==> config.mk <==
export PLATFORM = sky130hd
export DESIGN_NAME = histogram_equalizer_lut_flat
export DESIGN_NICKNAME = d
export VERILOG_FILES = /design/src/rtl/histogram_equalizer_lut_if.sv /design/src/rtl/histogram_equalizer_lut.sv /design/src/flat_wrapper.sv
export SDC_FILE = /design/constraint.sdc
export NUM_CORES = 2
export LEC_CHECK = 0
export ABC_CLOCK_PERIOD_IN_PS = 20500
export BUFFER_PORTS_ARGS = -buffer_cell sky130_fd_sc_hd__clkbuf_2
export CAP_MARGIN = 15
export CORE_UTILIZATION = 45
export CTS_CLUSTER_SIZE = 24
export DETAILED_ROUTE_END_ITERATION = 10
export PLACE_DENSITY = 0.64
export SYNTH_ARGS = -nofsm -noshare
export SYNTH_HDL_FRONTEND = slang
export SYNTH_SLANG_ARGS = --single-unit
export TNS_END_PERCENT = 100
==> constraint.sdc <==
create_clock -name clk -period 20.5 [get_ports clk]
set_input_delay 4.1 -clock clk [delete_from_list [all_inputs] [get_ports clk]]
set_output_delay 4.1 -clock clk [all_outputs]
set_load 0.02 [all_outputs]
==> src/rtl/histogram_equalizer_lut_if.sv <==
// Bundles the histogram RAM read port and the pixel stream of the equalizer LUT.
// slave is the equalizer's view, master is the surrounding pipeline's view.
interface histogram_equalizer_lut_if;
   localparam int unsigned PIX_W = 8;
   localparam int unsigned BIN_W = 32;

   logic             hist_ready;
   logic             hist_rd_en;
   logic [PIX_W-1:0] hist_addr;
   logic [BIN_W-1:0] hist_data;
   logic [PIX_W-1:0] in_pixel;
   logic             in_valid;
   logic             end_of_frame;
   logic [PIX_W-1:0] out_pixel;
   logic             out_valid;
   logic             lut_busy;
   logic             lut_swapped;

   modport slave (
      input  hist_ready, hist_data, in_pixel, in_valid, end_of_frame,
      output hist_rd_en, hist_addr, out_pixel, out_valid, lut_busy, lut_swapped
   );

   modport master (
      output hist_ready, hist_data, in_pixel, in_valid, end_of_frame,
      input  hist_rd_en, hist_addr, out_pixel, out_valid, lut_busy, lut_swapped
   );
endinterface

==> src/rtl/histogram_equalizer_lut.sv <==
// Reads a finished histogram, accumulates its CDF into a shadow 256x8 LUT bank,
// swaps the bank in at the next frame start and remaps the live pixel stream.
module histogram_equalizer_lut #(
   parameter logic [31:0] SCALE_Q24 = 32'd13926
) (
   input logic                       clk,
   input logic                       rst,
   histogram_equalizer_lut_if.slave  bus
);
   localparam int unsigned PIX_W  = 8;
   localparam int unsigned BIN_W  = 32;
   localparam int unsigned PROD_W = 64;
   localparam int unsigned Q_W    = 40;

   localparam logic [1:0] ST_IDLE    = 2'd0;
   localparam logic [1:0] ST_READ    = 2'd1;
   localparam logic [1:0] ST_DRAIN   = 2'd2;
   localparam logic [1:0] ST_PENDING = 2'd3;

   logic [1:0]        state, state_nxt;
   logic              rd_en_nxt;
   logic [PIX_W-1:0]  addr_nxt;
   logic              cdf_clr;
   logic              swap;

   logic              v1, v2, v3;
   logic [PIX_W-1:0]  a1, a2, a3;
   logic [BIN_W-1:0]  cdf;
   logic [PROD_W-1:0] prod;
   logic              eof_dly;
   logic              bank_sel;
   logic              lut_loaded;

   logic [BIN_W:0]    cdf_sum;
   logic [Q_W-1:0]    prod_q;
   logic [PIX_W-1:0]  lut_val;

   // Two banks: {bank_sel, pixel} is active, {~bank_sel, bin} is the shadow being built
   logic [PIX_W-1:0]  lut_mem [512];

   assign cdf_sum = {1'b0, cdf} + {1'b0, bus.hist_data};
   assign prod_q  = Q_W'((prod + PROD_W'(64'h80_0000)) >> 24);
   assign lut_val = (|prod_q[Q_W-1:PIX_W]) ? 8'hFF : prod_q[PIX_W-1:0];

   always_ff @(posedge clk or negedge rst) begin
      if (!rst) state <= ST_IDLE;
      else      state <= state_nxt;
   end

   always_comb begin
      state_nxt = state;
      rd_en_nxt = 1'b0;
      addr_nxt  = bus.hist_addr;
      cdf_clr   = 1'b0;
      swap      = 1'b0;
      case (state)
         ST_IDLE: begin
            if (bus.hist_ready) begin
               state_nxt = ST_READ;
               rd_en_nxt = 1'b1;
               addr_nxt  = '0;
               cdf_clr   = 1'b1;
            end
         end
         ST_READ: begin
            if (bus.hist_addr == 8'hFF) begin
               state_nxt = ST_DRAIN;
            end else begin
               rd_en_nxt = 1'b1;
               addr_nxt  = 8'(bus.hist_addr + 8'd1);
            end
         end
         ST_DRAIN: begin
            if (v3 && (a3 == 8'hFF)) state_nxt = ST_PENDING;
         end
         ST_PENDING: begin
            if (eof_dly && !bus.end_of_frame) begin
               swap      = 1'b1;
               state_nxt = ST_IDLE;
            end
         end
         default: state_nxt = ST_IDLE;
      endcase
   end

   // Read port, CDF/scale pipeline and bank control
   always_ff @(posedge clk or negedge rst) begin
      if (!rst) begin
         bus.hist_rd_en  <= 1'b0;
         bus.hist_addr   <= '0;
         bus.lut_busy    <= 1'b0;
         bus.lut_swapped <= 1'b0;
         v1 <= 1'b0; v2 <= 1'b0; v3 <= 1'b0;
         a1 <= '0;   a2 <= '0;   a3 <= '0;
         cdf        <= '0;
         prod       <= '0;
         eof_dly    <= 1'b0;
         bank_sel   <= 1'b0;
         lut_loaded <= 1'b0;
      end else begin
         bus.hist_rd_en  <= rd_en_nxt;
         bus.hist_addr   <= addr_nxt;
         bus.lut_busy    <= (state_nxt != ST_IDLE);
         bus.lut_swapped <= swap;
         v1 <= bus.hist_rd_en; a1 <= bus.hist_addr;
         v2 <= v1;             a2 <= a1;
         v3 <= v2;             a3 <= a2;
         if (cdf_clr)  cdf <= '0;
         else if (v1)  cdf <= cdf_sum[BIN_W] ? '1 : cdf_sum[BIN_W-1:0];
         if (v2) prod <= PROD_W'(cdf) * PROD_W'(SCALE_Q24);
         eof_dly <= bus.end_of_frame;
         if (swap) begin
            bank_sel   <= ~bank_sel;
            lut_loaded <= 1'b1;
         end
      end
   end

   // Shadow write; the LUT RAM is deliberately left uninitialised by reset
   always_ff @(posedge clk) begin
      if (v3) lut_mem[{~bank_sel, a3}] <= lut_val;
   end

   // Pixel path: the swap edge still samples the old bank_sel
   always_ff @(posedge clk or negedge rst) begin
      if (!rst) begin
         bus.out_pixel <= '0;
         bus.out_valid <= 1'b0;
      end else begin
         bus.out_valid <= bus.in_valid;
         bus.out_pixel <= lut_loaded ? lut_mem[{bank_sel, bus.in_pixel}] : bus.in_pixel;
      end
   end
endmodule

==> src/flat_wrapper.sv <==
// flat-port wrapper written by rule: the top's interface ports become plain ports
module histogram_equalizer_lut_flat 
#(
   parameter logic [31:0] SCALE_Q24 = 32'd13926
)
  (clk, rst, bus_hist_ready, bus_hist_data, bus_in_pixel, bus_in_valid, bus_end_of_frame, bus_hist_rd_en, bus_hist_addr, bus_out_pixel, bus_out_valid, bus_lut_busy, bus_lut_swapped);
  histogram_equalizer_lut_if bus_i ();
  input logic clk;
  input logic rst;
  input wire logic [$bits(bus_i.hist_ready)-1:0] bus_hist_ready;
  input wire logic [$bits(bus_i.hist_data)-1:0] bus_hist_data;
  input wire logic [$bits(bus_i.in_pixel)-1:0] bus_in_pixel;
  input wire logic [$bits(bus_i.in_valid)-1:0] bus_in_valid;
  input wire logic [$bits(bus_i.end_of_frame)-1:0] bus_end_of_frame;
  output wire logic [$bits(bus_i.hist_rd_en)-1:0] bus_hist_rd_en;
  output wire logic [$bits(bus_i.hist_addr)-1:0] bus_hist_addr;
  output wire logic [$bits(bus_i.out_pixel)-1:0] bus_out_pixel;
  output wire logic [$bits(bus_i.out_valid)-1:0] bus_out_valid;
  output wire logic [$bits(bus_i.lut_busy)-1:0] bus_lut_busy;
  output wire logic [$bits(bus_i.lut_swapped)-1:0] bus_lut_swapped;
  assign bus_i.hist_ready = bus_hist_ready;
  assign bus_i.hist_data = bus_hist_data;
  assign bus_i.in_pixel = bus_in_pixel;
  assign bus_i.in_valid = bus_in_valid;
  assign bus_i.end_of_frame = bus_end_of_frame;
  assign bus_hist_rd_en = bus_i.hist_rd_en;
  assign bus_hist_addr = bus_i.hist_addr;
  assign bus_out_pixel = bus_i.out_pixel;
  assign bus_out_valid = bus_i.out_valid;
  assign bus_lut_busy = bus_i.lut_busy;
  assign bus_lut_swapped = bus_i.lut_swapped;
  histogram_equalizer_lut #(.SCALE_Q24(SCALE_Q24)) u_core (.clk(clk), .rst(rst), .bus(bus_i));
endmodule
==> Word level (Yosys, flattened, before mapping) <==
Memory sizes are Yosys's and may differ from the RTL's.
Index checks and enable logic that the tools add are counted.
{ "totals": {"reg_bits": 129, "mem_bits_rw": 4096, "output_inout_bits": 20, "memories": 1, "input_bits": 45, "wordCells": 61} }
{ "op_classes": {"n_eq_ne": 7, "reduce_logical": 9, "mux": 21, "mul": 1, "add_sub_neg": 3, "bitwise_logic": 1} }
{ "mem_list": {"columns": ["name", "depth", "width", "rd", "rd_clocked_by_memory_dff", "wr", "line", "text"], "rows": [
  ["u_core.lut_mem", 512, 8, 1, 0, 1, "histogram_equalizer_lut.sv:39", "logic [PIX_W-1:0] lut_mem [512];"]
]} }
{ "op_table": {"columns": ["operator", "count"], "rows": [
  ["32-bit 2-to-1 mux", 3],
  ["46-bit by 24-bit adder with 47-bit output, second input constant", 1],
  ["32-bit by 13-bit multiplier with 45-bit output, second input constant", 1],
  ["32-bit by 32-bit adder with 33-bit output", 1],
  ["8-bit 2-to-1 mux", 4],
  ["32-bit OR reduction", 1],
  ["8-bit == test, second input constant", 2],
  ["8-bit case mux with 2 select lines", 1],
  ["8-bit by 1-bit adder with 8-bit output, second input constant", 1],
  ["2-bit 2-to-1 mux", 4],
  ["2-bit case mux with 4 select lines", 1],
  ["1-bit 2-to-1 mux", 7],
  ["2-bit nonzero test", 3],
  ["2-bit == test, second input constant", 2],
  ["2-bit != test, second input constant", 2],
  ["3-bit AND reduction", 1],
  ["2-bit by 1-bit == test with 1-bit output, second input constant", 1],
  ["1-bit logical AND", 2],
  ["2-bit logical NOT", 1],
  ["1-bit case mux with 2 select lines", 1],
  ["1-bit logical NOT", 1],
  ["1-bit NOT", 1]
]} }

==> Longest topological paths before layout <==
{ "depth": {"depth_word": 5, "mapped_depth": 22} }

==> Worst setup path after synthesis <==
OpenSTA, ideal clock, no wires.
{ "synth_path": {"path_type": "reg-to-reg", "startpoint": "reg u_core.prod[25]", "endpoint": "mem u_core.lut_mem[0][0], data pin", "arrival_ns": 8.360, "path_buffers": 0, "path_stages_with_launch": 10, "slack_ns": 10.536, "required_ns": 18.896, "path_cell_list": "dfrtp_1 -> and4_1 -> nand4_1 -> or2_2 -> nor4_1 -> mux2i_1 -> nor4_1 -> o21ai_0 -> a211oi_1 -> nand2b_1"} }
{ "synth_via": {"elab_chain_len": 3} }
{ "synth_rtl": {"columns": ["element", "line", "text"], "rows": [
  ["start: declaration", "histogram_equalizer_lut.sv:29", "logic [PROD_W-1:0] prod;"],
  ["start signal: assignment", "histogram_equalizer_lut.sv:110", "if (v2) prod <= PROD_W'(cdf) * PROD_W'(SCALE_Q24);"],
  ["46-bit by 24-bit adder with 47-bit output", "histogram_equalizer_lut.sv:42", "assign prod_q = Q_W'((prod + PROD_W'(64'h80_0000)) >> 24);"],
  ["32-bit OR reduction", "histogram_equalizer_lut.sv:43", "assign lut_val = (|prod_q[Q_W-1:PIX_W]) ? 8'hFF : prod_q[PIX_W-1:0];"],
  ["8-bit 2-to-1 mux", "histogram_equalizer_lut.sv:43", null],
  ["net u_core.lut_val[0]", "histogram_equalizer_lut.sv:36", "logic [PIX_W-1:0] lut_val;"],
  ["end: declaration", "histogram_equalizer_lut.sv:39", null]
]} }
The timed path passes the listed nets, and every way through them passes these cells.

==> Final worst setup path <==
{ "layout_path": {"startpoint": "in bus_in_pixel[0]", "endpoint": "reg u_core.bus.out_pixel[0]"} }
{ "layout_via": {"elab_chain_len": 2} }
{ "layout_rtl": {"columns": ["element", "line", "text"], "rows": [
  ["start: declaration", "flat_wrapper.sv:12", "input wire logic [$bits(bus_i.in_pixel)-1:0] bus_in_pixel;"],
  ["memory 512 x 8 bit", null, null],
  ["8-bit 2-to-1 mux *", "histogram_equalizer_lut.sv:131", "bus.out_pixel <= lut_loaded ? lut_mem[{bank_sel, bus.in_pixel}] : bus.in_pixel;"],
  ["end signal: assignment", "histogram_equalizer_lut.sv:131", null],
  ["end: declaration", "histogram_equalizer_lut_if.sv:21", "output hist_rd_en, hist_addr, out_pixel, out_valid, lut_busy, lut_swapped"]
]} }
Mark *: on every way between the ends. The rest lies on a longest branch, timed or not.
A chain may end at the register's enable or synchronous reset.

==> run metrics <==
CORE AREA=377000 um^2; Crit path required time=21.35 ns; achievable clock frequency=109 MHz; combined area of all synthesized cells=171000 um^2; Final Setup Violations=0; number of clock buffers inserted by TritonCTS=418; Yosys Warn Count=0; share of the clock period used by the worst path=44.7%; Total Wirelength=438000 um; Slew @ Worst Pin=1.53 ns; peak ir drop on the vdd network=0.0719 mV; setup repair after global routing missed its margin=false; GRT Overall Usage=22.8%; worst min-delay path class=reg2reg; final standard cell area without fillers=190000 um^2; crit path launch type=input pin; number of buffers added on ports=64; Clock Root Buffer=clkbuf_16; final number of hold-violating endpoints=0; Setup TNS Final=0 ns; CP Data Arrival Time=10.02 ns; maximum number of pins on one net before global-route repair=252; Min-Delay Endpoint=u_core.a3[3]$_DFF_PN0_; number of flops mapped to enable cells by yosys=4096; DR vias=83478; number of ports placed on the die boundary=65; total number of H-tree levels=5; clock-pin slew on the worst setup and hold paths=0.06 ns; worst min-delay path startpoint=u_core.a2[3]$_DFF_PN0_; run status=finished, violations left; post-DR wirelength/cell=31.9 um; Via-to-Cell Ratio=6.09; Post-layout nets=8702; global-route wire length before repair=626000 um; type of the worst setup path=in2reg; dominant synthesized flop cell=edfxtp_1; setup slack on the worst flop-to-flop path=13.77 ns; number of antenna violations at the first check in global routing=32; normalized max-slew margin=-1.92%; worst-skew pair later-pin latency=0.99 ns; most used cells in the layout excluding fill and tap cells=edfxtp_1 (4096), mux4_2 (1246), nor2_1 (596); cells after synthesis=8183; net count after synthesis=8528; length in cells of the worst reg-to-reg path=14; area of placed instances=177000 um^2; count of state elements after synthesis=4203; area enclosed by the die boundary=382000 um^2; power density over the cells=90.9 nW/um^2; worst setup skew after layout=0.0599 ns; total of cells resized after clock tree synthesis=0; DRC violation total after the first TritonRoute iteration=10082; count of antenna-violating nets left after detailed routing=1; global route total overflow=0; weighted congestion at the end of routability-driven global placement=0.848; CTS tree=built; largest buffer count on any clock path=4; Final Slew Violations=44; P_leak=50.5 nW; most frequent standard cell in the layout excluding fill and tap cells=edfxtp_1; die span in x=618 um; number of remaining DRC errors=0; chip height=618 um; max cap viols=0; Core Util, Final=50.6%; sequential fraction of the synthesis area=73.6%; CTS Hold Bufs=0; Syn Area/Cell=20.9 um^2; number of global-route vias before repair=85210; placement row count=225; CP max FO=85; Post-synth ARST share=2.55%; Layout Area Growth over Synthesis=11.5%; Starting Density=45.4%; HPWL after DPL=261000 um; Clock Sink Count=4203; first-pass detailed-route iteration total=6; Reg2Reg Capture Point=u_core.lut_mem[433][3]$_DFFE_PP_; Tot Pwr=17.3 mW; Setup Buffers After CTS=0; fraction of layout cells with a size suffix above 1=24.2%; Worst Setup End Kind=flop; violated checks=antenna violations, max-slew violations; final critical-path required period=9.17 ns; critical register-to-register path startpoint=u_core.prod[25]$_DFFE_PN0P_; count of cells along the worst hold path=0; count of unique library cells instantiated by Yosys=68
[sequential cells by signal (all words and copies together) (netlist names)]
signal and cells:
u_core.a1 8, u_core.a2 8, u_core.a3 8, u_core.bank_sel 1, u_core.bus.hist_addr 8, u_core.bus.hist_rd_en 1
u_core.bus.lut_busy 1, u_core.bus.lut_swapped 1, u_core.bus.out_pixel 8, u_core.bus.out_valid 1, u_core.cdf 32, u_core.eof_dly 1
u_core.lut_loaded 1, u_core.lut_mem 4096, u_core.prod 23, u_core.state 2, u_core.v1 1, u_core.v2 1
u_core.v3 1
[where the power goes]
| group | internal, mW | leakage, nW | switching, mW |
|---|---|---|---|
| Clock | 4.38 | 6.60 | 3.28 |
| Sequential | 9.28 | 29.5 | 0.00270 |
| Combinational | 0.130 | 14.4 | 0.244 |
| Total | 13.8 | 50.5 | 3.52 |
[synthesized netlist by cell type (all sizes together), types with 5 or more instances]
cell	number	area (um^2)
a311oi	11	96.3
mux2	22	248
ha	166	2080
o21ai	101	505
nor2	596	2240
dfrtp	107	2680
o21bai	9	67.6
a211o	5	43.8
xnor2	70	613
nor3	33	165
a211oi	24	180
or2	6	37.5
clkinv	5	18.8
nand3	33	165
buf	237	1310
nand4	11	68.8
a21boi	5	37.5
a21o	28	210
mux2i	75	751
a21oi	137	686
o31ai	5	37.5
o211ai	7	52.6
o22ai	13	81.3
o21a	7	52.6
and3	42	263
nand2b	12	75.1
nor3b	7	52.6
nor2b	14	87.6
fa	134	2680
o221ai	7	61.3
inv	208	781
edfxtp	4096	123000
mux4	1246	28100
and4	5	43.8
and2	19	119
nand2	323	1210
nor4	7	43.8
a41oi	5	43.8
xor2	53	464
clkbuf	211	793
a31oi	40	250
[critical path, cell delays in order]
cell,delay (ns)
buf_12,0.39
buf_12,0.59
buf_12,0.59
buf_4,0.70
buf_4,0.67
mux4_2,0.59
mux4_2,0.47
mux4_2,0.51
o22ai_1,0.60
nor3_1,0.17
a211o_1,0.28
[metrics by stage]
step                instances  setup WS, ns  hold slack, ns
floorplan                8183         10.54           0.331
global placement        12922         10.23           0.338
detailed placement      12927         10.21           0.335
CTS                     13688         11.25           0.326
global route            13701         11.00           0.342
finish                  13716         11.33           0.313
[layer usage]
layer	GRT usage (%)	wire, um	up-vias
li1	-	-	33841
met2	36.7	212000	3801
met5	0	144	-
met3	3.86	36100	741
met1	31.4	172000	45079
met4	8.45	17400	16
[layout make-up]
class	instances	area, um^2
Fill cell	29556	186000
Sequential cell	4203	126000
Multi-Input combinational cell	3319	42500
Clock buffer	508	10900
Tap cell	4994	6250
Clock inverter	253	2650
Timing Repair Buffer	202	1640
Inverter	213	822
Antenna cell	24	60.1
[logic make-up (layout without fill, tap and decap cells)]
kind of cell | after synthesis | count (layout) | synth area share (%)
XOR/XNOR | 123 | 123 | 0.631
flip-flops | 4203 | 4203 | 73.6
buffers and inverters | 661 | 1176 | 1.70
multiplexers | 1343 | 1343 | 17.0
other | 0 | 24 | 0
adder cells (fa/ha/maj) | 300 | 300 | 2.79
AND/OR/NAND/NOR | 1114 | 1114 | 2.70
AO/OA/AOI/OAI | 439 | 439 | 1.60
[worst max-delay path by stage]
stage                                startpoint                                 to  slack [ns]  depth (start not counted)
finish                          bus_in_pixel[0]  u_core.bus.out_pixel[0]$_DFF_PN0_       11.33                         11
global route                    bus_in_pixel[0]  u_core.bus.out_pixel[1]$_DFF_PN0_       11.00                         11
CTS                             bus_in_pixel[0]  u_core.bus.out_pixel[0]$_DFF_PN0_       11.25                         11
detailed placement              bus_in_pixel[0]  u_core.bus.out_pixel[0]$_DFF_PN0_       10.21                         11
global placement                bus_in_pixel[0]  u_core.bus.out_pixel[0]$_DFF_PN0_       10.23                         11
floorplan           u_core.prod[25]$_DFFE_PN0P_     u_core.lut_mem[0][0]$_DFFE_PP_       10.54                          9
(Power assumes the default switching activity.)
